===== src/rtl/mul_pkg.sv =====
// Shared types and defaults for the sequential shift-and-add multiplier.
package mul_pkg;
    localparam int MUL_N_DEFAULT = 16;

    typedef enum logic [0:0] {
        IDLE = 1'b0,
        BUSY = 1'b1
    } mul_state_e;
endpackage


===== src/rtl/shift_add_step.sv =====
// One shift-and-add iteration: conditional add of the multiplicand, then shift both operands.
module shift_add_step #(
    parameter int N = 16
) (
    input  logic [2*N-1:0] acc,
    input  logic [2*N-1:0] mcand,
    input  logic [N-1:0]   mplr,
    output logic [2*N-1:0] acc_nxt,
    output logic [2*N-1:0] mcand_nxt,
    output logic [N-1:0]   mplr_nxt
);
    // The full product fits in 2N bits, so the add never carries out.
    assign acc_nxt   = mplr[0] ? acc + mcand : acc;
    assign mcand_nxt = mcand << 1;
    assign mplr_nxt  = mplr >> 1;
endmodule


===== src/rtl/shift_add_multiplier.sv =====
// Sequential unsigned NxN multiplier, one bit of the multiplier per clock.
// Optional SHIFT_ADD_MULTIPLIER_EARLY_EXIT_EN finishes once the remaining multiplier bits are all zero.
module shift_add_multiplier
    import mul_pkg::*;
#(
    parameter int N = MUL_N_DEFAULT
) (
    input  logic         clk,
    input  logic         rstn,
    input  logic         req,
    input  logic [N-1:0] Multiplicand,
    input  logic [N-1:0] Multiplier,
    output logic [N-1:0] Hi,
    output logic [N-1:0] Lo,
    output logic         ready,
    output logic         exception
);
    localparam int CW = $clog2(N) + 1;

    mul_state_e      state;
    logic [2*N-1:0]  acc, mcand;
    logic [N-1:0]    mplr;
    logic [CW-1:0]   count;

    logic [2*N-1:0]  acc_nxt, mcand_nxt;
    logic [N-1:0]    mplr_nxt;
    logic            last;
    logic            zero_op;

    shift_add_step #(.N(N)) u_step (
        .acc       (acc),
        .mcand     (mcand),
        .mplr      (mplr),
        .acc_nxt   (acc_nxt),
        .mcand_nxt (mcand_nxt),
        .mplr_nxt  (mplr_nxt)
    );

    assign zero_op = (Multiplicand == '0) || (Multiplier == '0);

`ifdef SHIFT_ADD_MULTIPLIER_EARLY_EXIT_EN
    // No set bits left means every remaining iteration would add nothing.
    assign last = (mplr_nxt == '0) || (count == CW'(N - 1));
`else
    assign last = (count == CW'(N - 1));
`endif

    always_ff @(posedge clk or negedge rstn) begin
        if (!rstn) begin
            state     <= IDLE;
            acc       <= '0;
            mcand     <= '0;
            mplr      <= '0;
            count     <= '0;
            Hi        <= '0;
            Lo        <= '0;
            ready     <= 1'b0;
            exception <= 1'b0;
        end else begin
            ready <= 1'b0;
            case (state)
                IDLE: begin
                    if (req) begin
                        if (zero_op) begin
                            Hi        <= '0;
                            Lo        <= '0;
                            exception <= 1'b0;
                            ready     <= 1'b1;
                        end else begin
                            mcand <= {{N{1'b0}}, Multiplicand};
                            mplr  <= Multiplier;
                            acc   <= '0;
                            count <= '0;
                            state <= BUSY;
                        end
                    end
                end
                BUSY: begin
                    acc   <= acc_nxt;
                    mcand <= mcand_nxt;
                    mplr  <= mplr_nxt;
                    count <= count + 1'b1;
                    if (last) begin
                        {Hi, Lo}  <= acc_nxt;
                        exception <= |acc_nxt[2*N-1:N];
                        ready     <= 1'b1;
                        state     <= IDLE;
                    end
                end
                default: state <= IDLE;
            endcase
        end
    end
endmodule

===== config.mk =====
export PLATFORM = sky130hd
export DESIGN_NAME = shift_add_multiplier
export DESIGN_NICKNAME = d
export VERILOG_FILES = /design/src/rtl/mul_pkg.sv /design/src/rtl/shift_add_step.sv /design/src/rtl/shift_add_multiplier.sv
export SDC_FILE = /design/constraint.sdc
export NUM_CORES = 1
export LEC_CHECK = 0
export CAP_MARGIN = 30
export CORE_UTILIZATION = 34
export CTS_CLUSTER_SIZE = 8
export DETAILED_ROUTE_END_ITERATION = 7
export DONT_BUFFER_PORTS = 1
export PLACE_DENSITY_LB_ADDON = 0.25
export SLEW_MARGIN = 15
export SYNTH_ARGS = -nofsm -noshare
export SYNTH_HDL_FRONTEND = slang
export SYNTH_SLANG_ARGS = --single-unit

===== constraint.sdc =====
create_clock -name clk -period 8.2 [get_ports clk]
set_input_delay 1.64 -clock clk [delete_from_list [all_inputs] [get_ports clk]]
set_output_delay 1.64 -clock clk [all_outputs]
set_load 0.005 [all_outputs]

# [After elaboration in Yosys (flattened, before gate mapping)]
# Index checks and enable logic that the tools add are counted.
[totals] elab_cells=54 in_bits=35 ff_bits=120 output_inout_bits=34
[classes] bitwise_logic=1 n_reduce_logical=6 n_addsub=2 muxes=31 eq_ne=5
[op_table] operator="$mux 32" count=5
[op_table] operator="$pmux 32 s2" count=2
[op_table] operator="$mux 16" count=6
[op_table] operator="$pmux 16 s2" count=3
[op_table] operator="$add 32x32->32" count=1
[op_table] operator="$logic_not 16->1" count=2
[op_table] operator="$reduce_or 16->1" count=1
[op_table] operator="$mux 5" count=2
[op_table] operator="$pmux 5 s2" count=1
[op_table] operator="$mux 1" count=9
[op_table] operator="$ne 2x2->1 const B" count=3
[op_table] operator="$pmux 1 s2" count=3
[op_table] operator="$add 5x1->5 const B" count=1
[op_table] operator="$eq 5x4->1 const B" count=1
[op_table] operator="$reduce_and 3->1" count=1
[op_table] operator="$ne 2x1->1 const B" count=1
[op_table] operator="$reduce_and 2->1" count=1
[op_table] operator="$logic_or 1x1->1" count=1
[op_table] operator="$not 1->1" count=1

# [Depth between registers and ports, before layout]
[logic_depth] word_depth=5 mapped_depth=12

# [By module]
# A second synthesis with hierarchy kept.
[unflattened] cells_unflattened=807 area_unflattened_um2=7881.3
[by_module_without_submodules] mod="shift_add_multiplier" n_inst=1 area_per_inst_um2=5285.1 seq_area_each_um2=3002.9 cells_each=437
[by_module_without_submodules] mod="shift_add_step" n_inst=1 area_per_inst_um2=2596.2 seq_area_each_um2=0.0 cells_each=370

# [Worst setup path before layout]
# Ideal clock, no wire load.
[synth_path] kind="input port to flip-flop" from="input port Multiplicand[12]" to="register acc[16]" path_slack_ps=4992 setup_ps=83 path_buffers=2 arrival_time_ps=3125 stages=9 path_cell_list="nor4_1 > nand4_1 > nand2_1 > inv_1 > nand2_1 > buf_1 > clkbuf_1 > nand2_1 > o21ai_0"
[synth_between] elab_chain_cells=4
[synth_rtl] element="from (decl)" line_no="shift_add_multiplier.sv:11" source="input logic [N-1:0] Multiplicand,"
[synth_rtl] element="$logic_not 16->1" line_no="shift_add_multiplier.sv:39" source="assign zero_op = (Multiplicand == '0) || (Multiplier == '0);"
[synth_rtl] element="$logic_or 1x1->1" line_no="shift_add_multiplier.sv:39"
[synth_rtl] element="$ne 2x2->1 (no line)"
[synth_rtl] element="$reduce_and 2->1 (no line)"
[synth_rtl] element="to (signal assigned)" line_no="shift_add_multiplier.sv:79" source="acc <= acc_nxt;"
[synth_rtl] element="to (decl)" line_no="shift_add_multiplier.sv:21" source="logic [2*N-1:0] acc, mcand;"
# Every way passes these cells.
# A chain may end at the register's enable or synchronous reset.

# [Worst setup path in the final report]
[layout_path] from="input port Multiplicand[15]" to="register mcand[12]"
[layout_between] elab_chain_cells=4
[layout_rtl] element="$logic_not 16->1" line_no="shift_add_multiplier.sv:39"
[layout_rtl] element="$logic_or 1x1->1" line_no="shift_add_multiplier.sv:39"
[layout_rtl] element="$ne 2x2->1 (no line)"
[layout_rtl] element="$reduce_and 2->1 (no line)"
[layout_rtl] element="to (signal assigned)" line_no="shift_add_multiplier.sv:70" source="mcand <= {{N{1'b0}}, Multiplicand};"
[layout_rtl] element="to (signal assigned)" line_no="shift_add_multiplier.sv:80" source="mcand <= mcand_nxt;"
[layout_rtl] element="to (decl)" line_no="shift_add_multiplier.sv:21"
# Every way passes these cells.

==> run_summary.xml <==
<?xml version="1.0" encoding="UTF-8"?>
<metrics>
  <group name="detailed_routing">
    <metric name="vias_per_cell" unit="">5.33</metric>
    <metric name="remaining_drcs" unit="">0</metric>
    <metric name="drtIter0Drc" unit="">446</metric>
    <metric name="detail_route.wl_per_cell" unit="µm">17.5</metric>
    <metric name="routed_wl" unit="µm">18500</metric>
    <metric name="iteration_count_of_the_initial_detailed_routing_pass" unit="">5</metric>
    <metric name="vias" unit="">5630</metric>
    <metric name="drtAntennaViolNets" unit="">0</metric>
  </group>
  <group name="synth">
    <metric name="synth.cell_area" unit="µm²">7080</metric>
    <metric name="yosysSeqAreaShare" unit="">0.424</metric>
    <metric name="yosysWarnings" unit="">0</metric>
    <metric name="asyncSetResetFlopFracSynth" unit="">1.00</metric>
    <metric name="flip_flop_and_latch_count_after_synthesis" unit="">120</metric>
    <metric name="synth.top_cells.by_count" unit="">nand2_1, dfrtp_1, o21ai_0, mux2i_1, a21oi_1</metric>
    <metric name="post_synth_main_area_contributors" unit="">dfrtp_1, nand2_1, mux2i_1, o21ai_0, ha_1</metric>
    <metric name="synth.most_common_cell" unit="">nand2_1</metric>
    <metric name="postSynthCellCount" unit="">795</metric>
    <metric name="ys_types" unit="">60</metric>
    <metric name="synth.avg_cell_area" unit="µm²">8.91</metric>
    <metric name="synth_top_area_frac" unit="">0.424</metric>
    <metric name="yosys_most_used_dff" unit="">dfrtp_1</metric>
    <metric name="synth_fp_nets" unit="">864</metric>
    <metric name="yosys.area.top_type" unit="">dfrtp_1</metric>
    <metric name="synth_enable_flop_cells" unit="">0</metric>
  </group>
  <group name="placed_design">
    <metric name="dpl-instance-area" unit="µm²">7300</metric>
    <metric name="placed_cells" unit="">1024</metric>
    <metric name="port-buffer-count" unit="">0</metric>
    <metric name="detailed_placement_wirelength_estimate" unit="µm">12800</metric>
    <metric name="place_congestion" unit="">0.833</metric>
    <metric name="dp_slack" unit="ps">3830</metric>
  </group>
  <group name="power_and_ir_drop">
    <metric name="power.share.switching" unit="">0.429</metric>
    <metric name="cellInternalPower" unit="µW">1930</metric>
    <metric name="p_clk_frac" unit="">0.229</metric>
    <metric name="combinationalPowerShare" unit="">0.451</metric>
    <metric name="ir_drop" unit="mV">0.200</metric>
    <metric name="pwr-share-seq" unit="">0.320</metric>
    <metric name="switchingPower" unit="µW">1450</metric>
    <metric name="power-per-cell-area" unit="nW/µm²">427</metric>
    <metric name="power.static_leakage" unit="µW">0.00360</metric>
  </group>
  <group name="cts">
    <metric name="post_cts_resized" unit="">0</metric>
    <metric name="cts_hold_repair.buffers" unit="">0</metric>
    <metric name="clock_tree.root_cell" unit="">clkbuf_16</metric>
    <metric name="cts_max_level" unit="">4</metric>
    <metric name="clkSinkCount" unit="">120</metric>
    <metric name="postCtsSetupBuffers" unit="">0</metric>
    <metric name="clk_latency" unit="ps">420</metric>
    <metric name="cts.path.max_buffers" unit="">2</metric>
    <metric name="clkSlewWorstSetupHoldPaths" unit="ps">60</metric>
    <metric name="cts-buffers-inserted" unit="">17</metric>
    <metric name="clock_tree_from_tritoncts" unit="">done</metric>
  </group>
  <group name="die">
    <metric name="die_width" unit="µm">146</metric>
    <metric name="start_util" unit="">0.349</metric>
    <metric name="ioPinCount" unit="">69</metric>
    <metric name="fp.coreArea" unit="µm²">20300</metric>
    <metric name="die_height" unit="µm">146</metric>
    <metric name="fp.dieArea" unit="µm²">21400</metric>
    <metric name="fp-row-count" unit="">52</metric>
  </group>
  <group name="timing">
    <metric name="timing.final.max_slew_violations" unit="">0</metric>
    <metric name="fin_setup_tns" unit="ps">0</metric>
    <metric name="grt_setup_unrepaired" unit="">no</metric>
    <metric name="setup_viol" unit="">0</metric>
    <metric name="max_slew.worst_pin.slew" unit="ps">854</metric>
    <metric name="timing.max_slew.rel_slack" unit="">0.430</metric>
    <metric name="period_needed" unit="ps">3870</metric>
    <metric name="timing.final.hold_violations" unit="">0</metric>
    <metric name="timing.final.ws_setup" unit="ps">4330</metric>
    <metric name="finalHoldWorstSlack" unit="ps">484</metric>
    <metric name="post-route-period-util" unit="">0.472</metric>
    <metric name="fmaxAchievable" unit="MHz">259</metric>
    <metric name="finalClockSkew" unit="ps">7.39</metric>
  </group>
  <group name="worst_setup_path">
    <metric name="timing.critical_path.depth" unit="">8</metric>
    <metric name="reg2regPathDepth" unit="">12</metric>
    <metric name="regToRegEndpoint" unit="">exception$_DFFE_PN0P_</metric>
    <metric name="cp_slowest_stage_delay" unit="ps">640</metric>
    <metric name="timing.rr.start" unit="">mcand[0]$_DFFE_PN0P_</metric>
    <metric name="cp_slowest_cell" unit="">buf_4</metric>
    <metric name="cp-startpoint" unit="">Multiplicand[15]</metric>
    <metric name="crit_family" unit="">simple AND/OR/NAND/NOR gates</metric>
    <metric name="cp_capture_type" unit="">register</metric>
    <metric name="worst-endpoint-arrival" unit="ps">4120</metric>
    <metric name="critical_path_class" unit="">in2reg</metric>
    <metric name="critical_path_buf_inv_count" unit="">2</metric>
    <metric name="worst-endpoint-required" unit="ps">8450</metric>
    <metric name="critPathLaunchType" unit="">input pin</metric>
    <metric name="cp_max_fo" unit="">51</metric>
    <metric name="r2r_setup_slack" unit="ps">4620</metric>
    <metric name="endpoint" unit="">mcand[12]$_DFFE_PN0P_</metric>
    <metric name="cell_chain_of_the_critical_path" unit="">nor4_1 &gt; nand4_1 &gt; nand2_1 &gt; inv_1 &gt; nand2_2 &gt; buf_4 &gt; mux2i_1 &gt; o21ai_0</metric>
  </group>
  <group name="global_routing">
    <metric name="number_of_antenna_violations_at_the_first_check_in_global_routing" unit="">0</metric>
    <metric name="grt_pass1_vias" unit="">5519</metric>
    <metric name="groute.usage.overall" unit="">0.184</metric>
    <metric name="maximum_number_of_pins_on_one_net_before_global_route_repair" unit="">121</metric>
    <metric name="first_pass_grt_wire_length" unit="µm">30500</metric>
    <metric name="globalRouteOverflowTotal" unit="">0</metric>
  </group>
  <group name="layout">
    <metric name="area_growth_syn_to_layout" unit="%">11.7</metric>
    <metric name="antennaDiodeCount" unit="">0</metric>
    <metric name="nFillCells" unit="">2056</metric>
    <metric name="post_layout_nonfiller_instances" unit="">1056</metric>
    <metric name="nets" unit="">842</metric>
    <metric name="drive_gt1_frac" unit="">0.0725</metric>
    <metric name="design_area" unit="µm²">7910</metric>
  </group>
  <group name="status">
    <metric name="outcome" unit="">complete, no violations</metric>
  </group>
  <group name="min_path">
    <metric name="worst_hold_path_type" unit="">reg2reg</metric>
  </group>
  <group name="flow_run">
    <metric name="timing.max_cap.violations" unit="">0</metric>
  </group>
</metrics>
-- power groups by stage --
| stage | Combinational [µW] | Clock [µW] | Sequential, µW |
|---|---|---|---|
| final | 1520 | 773 | 1080 |
| after global routing | 1720 | 812 | 1120 |
| after CTS | 1520 | 789 | 1090 |
| after detailed placement | 1520 | 0 | 1090 |
| after global placement | 1500 | 0 | 1090 |
| after floorplan | 1220 | 0 | 1000 |
-- final cells by class --
class                           instances  area [µm²]  area share
Clock buffer                           18         429      0.0543
Sequential cell                       120        3010       0.380
Tap cell                              270         338      0.0427
Timing Repair Buffer                    6        45.0     0.00570
Clock inverter                         14         174      0.0220
Multi-Input combinational cell        619        3880       0.491
Inverter                                9        33.8     0.00427
-- worst register-to-register path: cells and delay by family, from the launching register on --
| family | cells | cell delay [ps] |
|---|---|---|
| fa+ha+maj | 2 | 640 |
| xor+xnor | 1 | 190 |
| flops | 1 | 400 |
| compound gates | 5 | 1350 |
| simple gates | 4 | 850 |
-- state kept, by name, indices dropped and copies added (netlist names), 5 cells and up --
| signal | cells |
|---|---|
| Hi | 16 |
| Lo | 16 |
| mcand | 32 |
| count | 5 |
| mplr | 16 |
| acc | 32 |
-- through the flow --
stage                     total power (µW)  utilization
after floorplan                       2220            -
after global routing                  3650        0.390
final                                 3380        0.390
after CTS                             3400        0.390
after global placement                2590        0.360
after detailed placement              2610        0.360
-- layout by cell type (no fill, tap or decap), drive strengths merged, types with 9 or more instances in the layout --
| master | Yosys | final |
|---|---|---|
| dfrtp | 120 | 120 |
| inv | 7 | 9 |
| nand2 | 170 | 170 |
| ha | 33 | 33 |
| o21ai | 101 | 101 |
| o31ai | 9 | 9 |
| nand3 | 16 | 16 |
| a21o | 24 | 24 |
| a22o | 10 | 10 |
| mux2i | 48 | 48 |
| nor2 | 33 | 33 |
| xor2 | 13 | 13 |
| nand4 | 11 | 11 |
| clkbuf | 40 | 18 |
| xnor2 | 15 | 15 |
| nor4 | 11 | 11 |
| a21oi | 41 | 41 |
-- worst min-delay path by stage --
stage	from	to	slack (ps)	cells past startpoint
finish	mplr[15]$_DFFE_PN0P_	mplr[14]$_DFFE_PN0P_	480	2
floorplan	mplr[1]$_DFFE_PN0P_	mplr[0]$_DFFE_PN0P_	450	2
detailed placement	mplr[15]$_DFFE_PN0P_	mplr[14]$_DFFE_PN0P_	480	2
global placement	mplr[15]$_DFFE_PN0P_	mplr[14]$_DFFE_PN0P_	470	2
global route	mplr[15]$_DFFE_PN0P_	mplr[14]$_DFFE_PN0P_	510	2
CTS	mplr[15]$_DFFE_PN0P_	mplr[14]$_DFFE_PN0P_	490	2
-- cell families after synthesis --
logic type,share of synthesized area
AOI/OAI and AO/OA,0.193
xor gates and xnor gates,0.0346
adders and majority gates,0.0611
buffers and inverters,0.0311
DFF,0.424
muxes,0.0806
and+or+nand+nor,0.175
-- layer usage --
| layer | GRT usage | wire, µm | vias up |
|---|---|---|---|
| met2 | 0.287 | 8430 | 133 |
| met5 | 0 | 0 | - |
| met1 | 0.251 | 8830 | 2685 |
| met4 | 0.0479 | 225 | 0 |
| li1 | - | - | 2796 |
| met3 | 0.0481 | 1010 | 16 |
(Power assumes the default switching activity.)
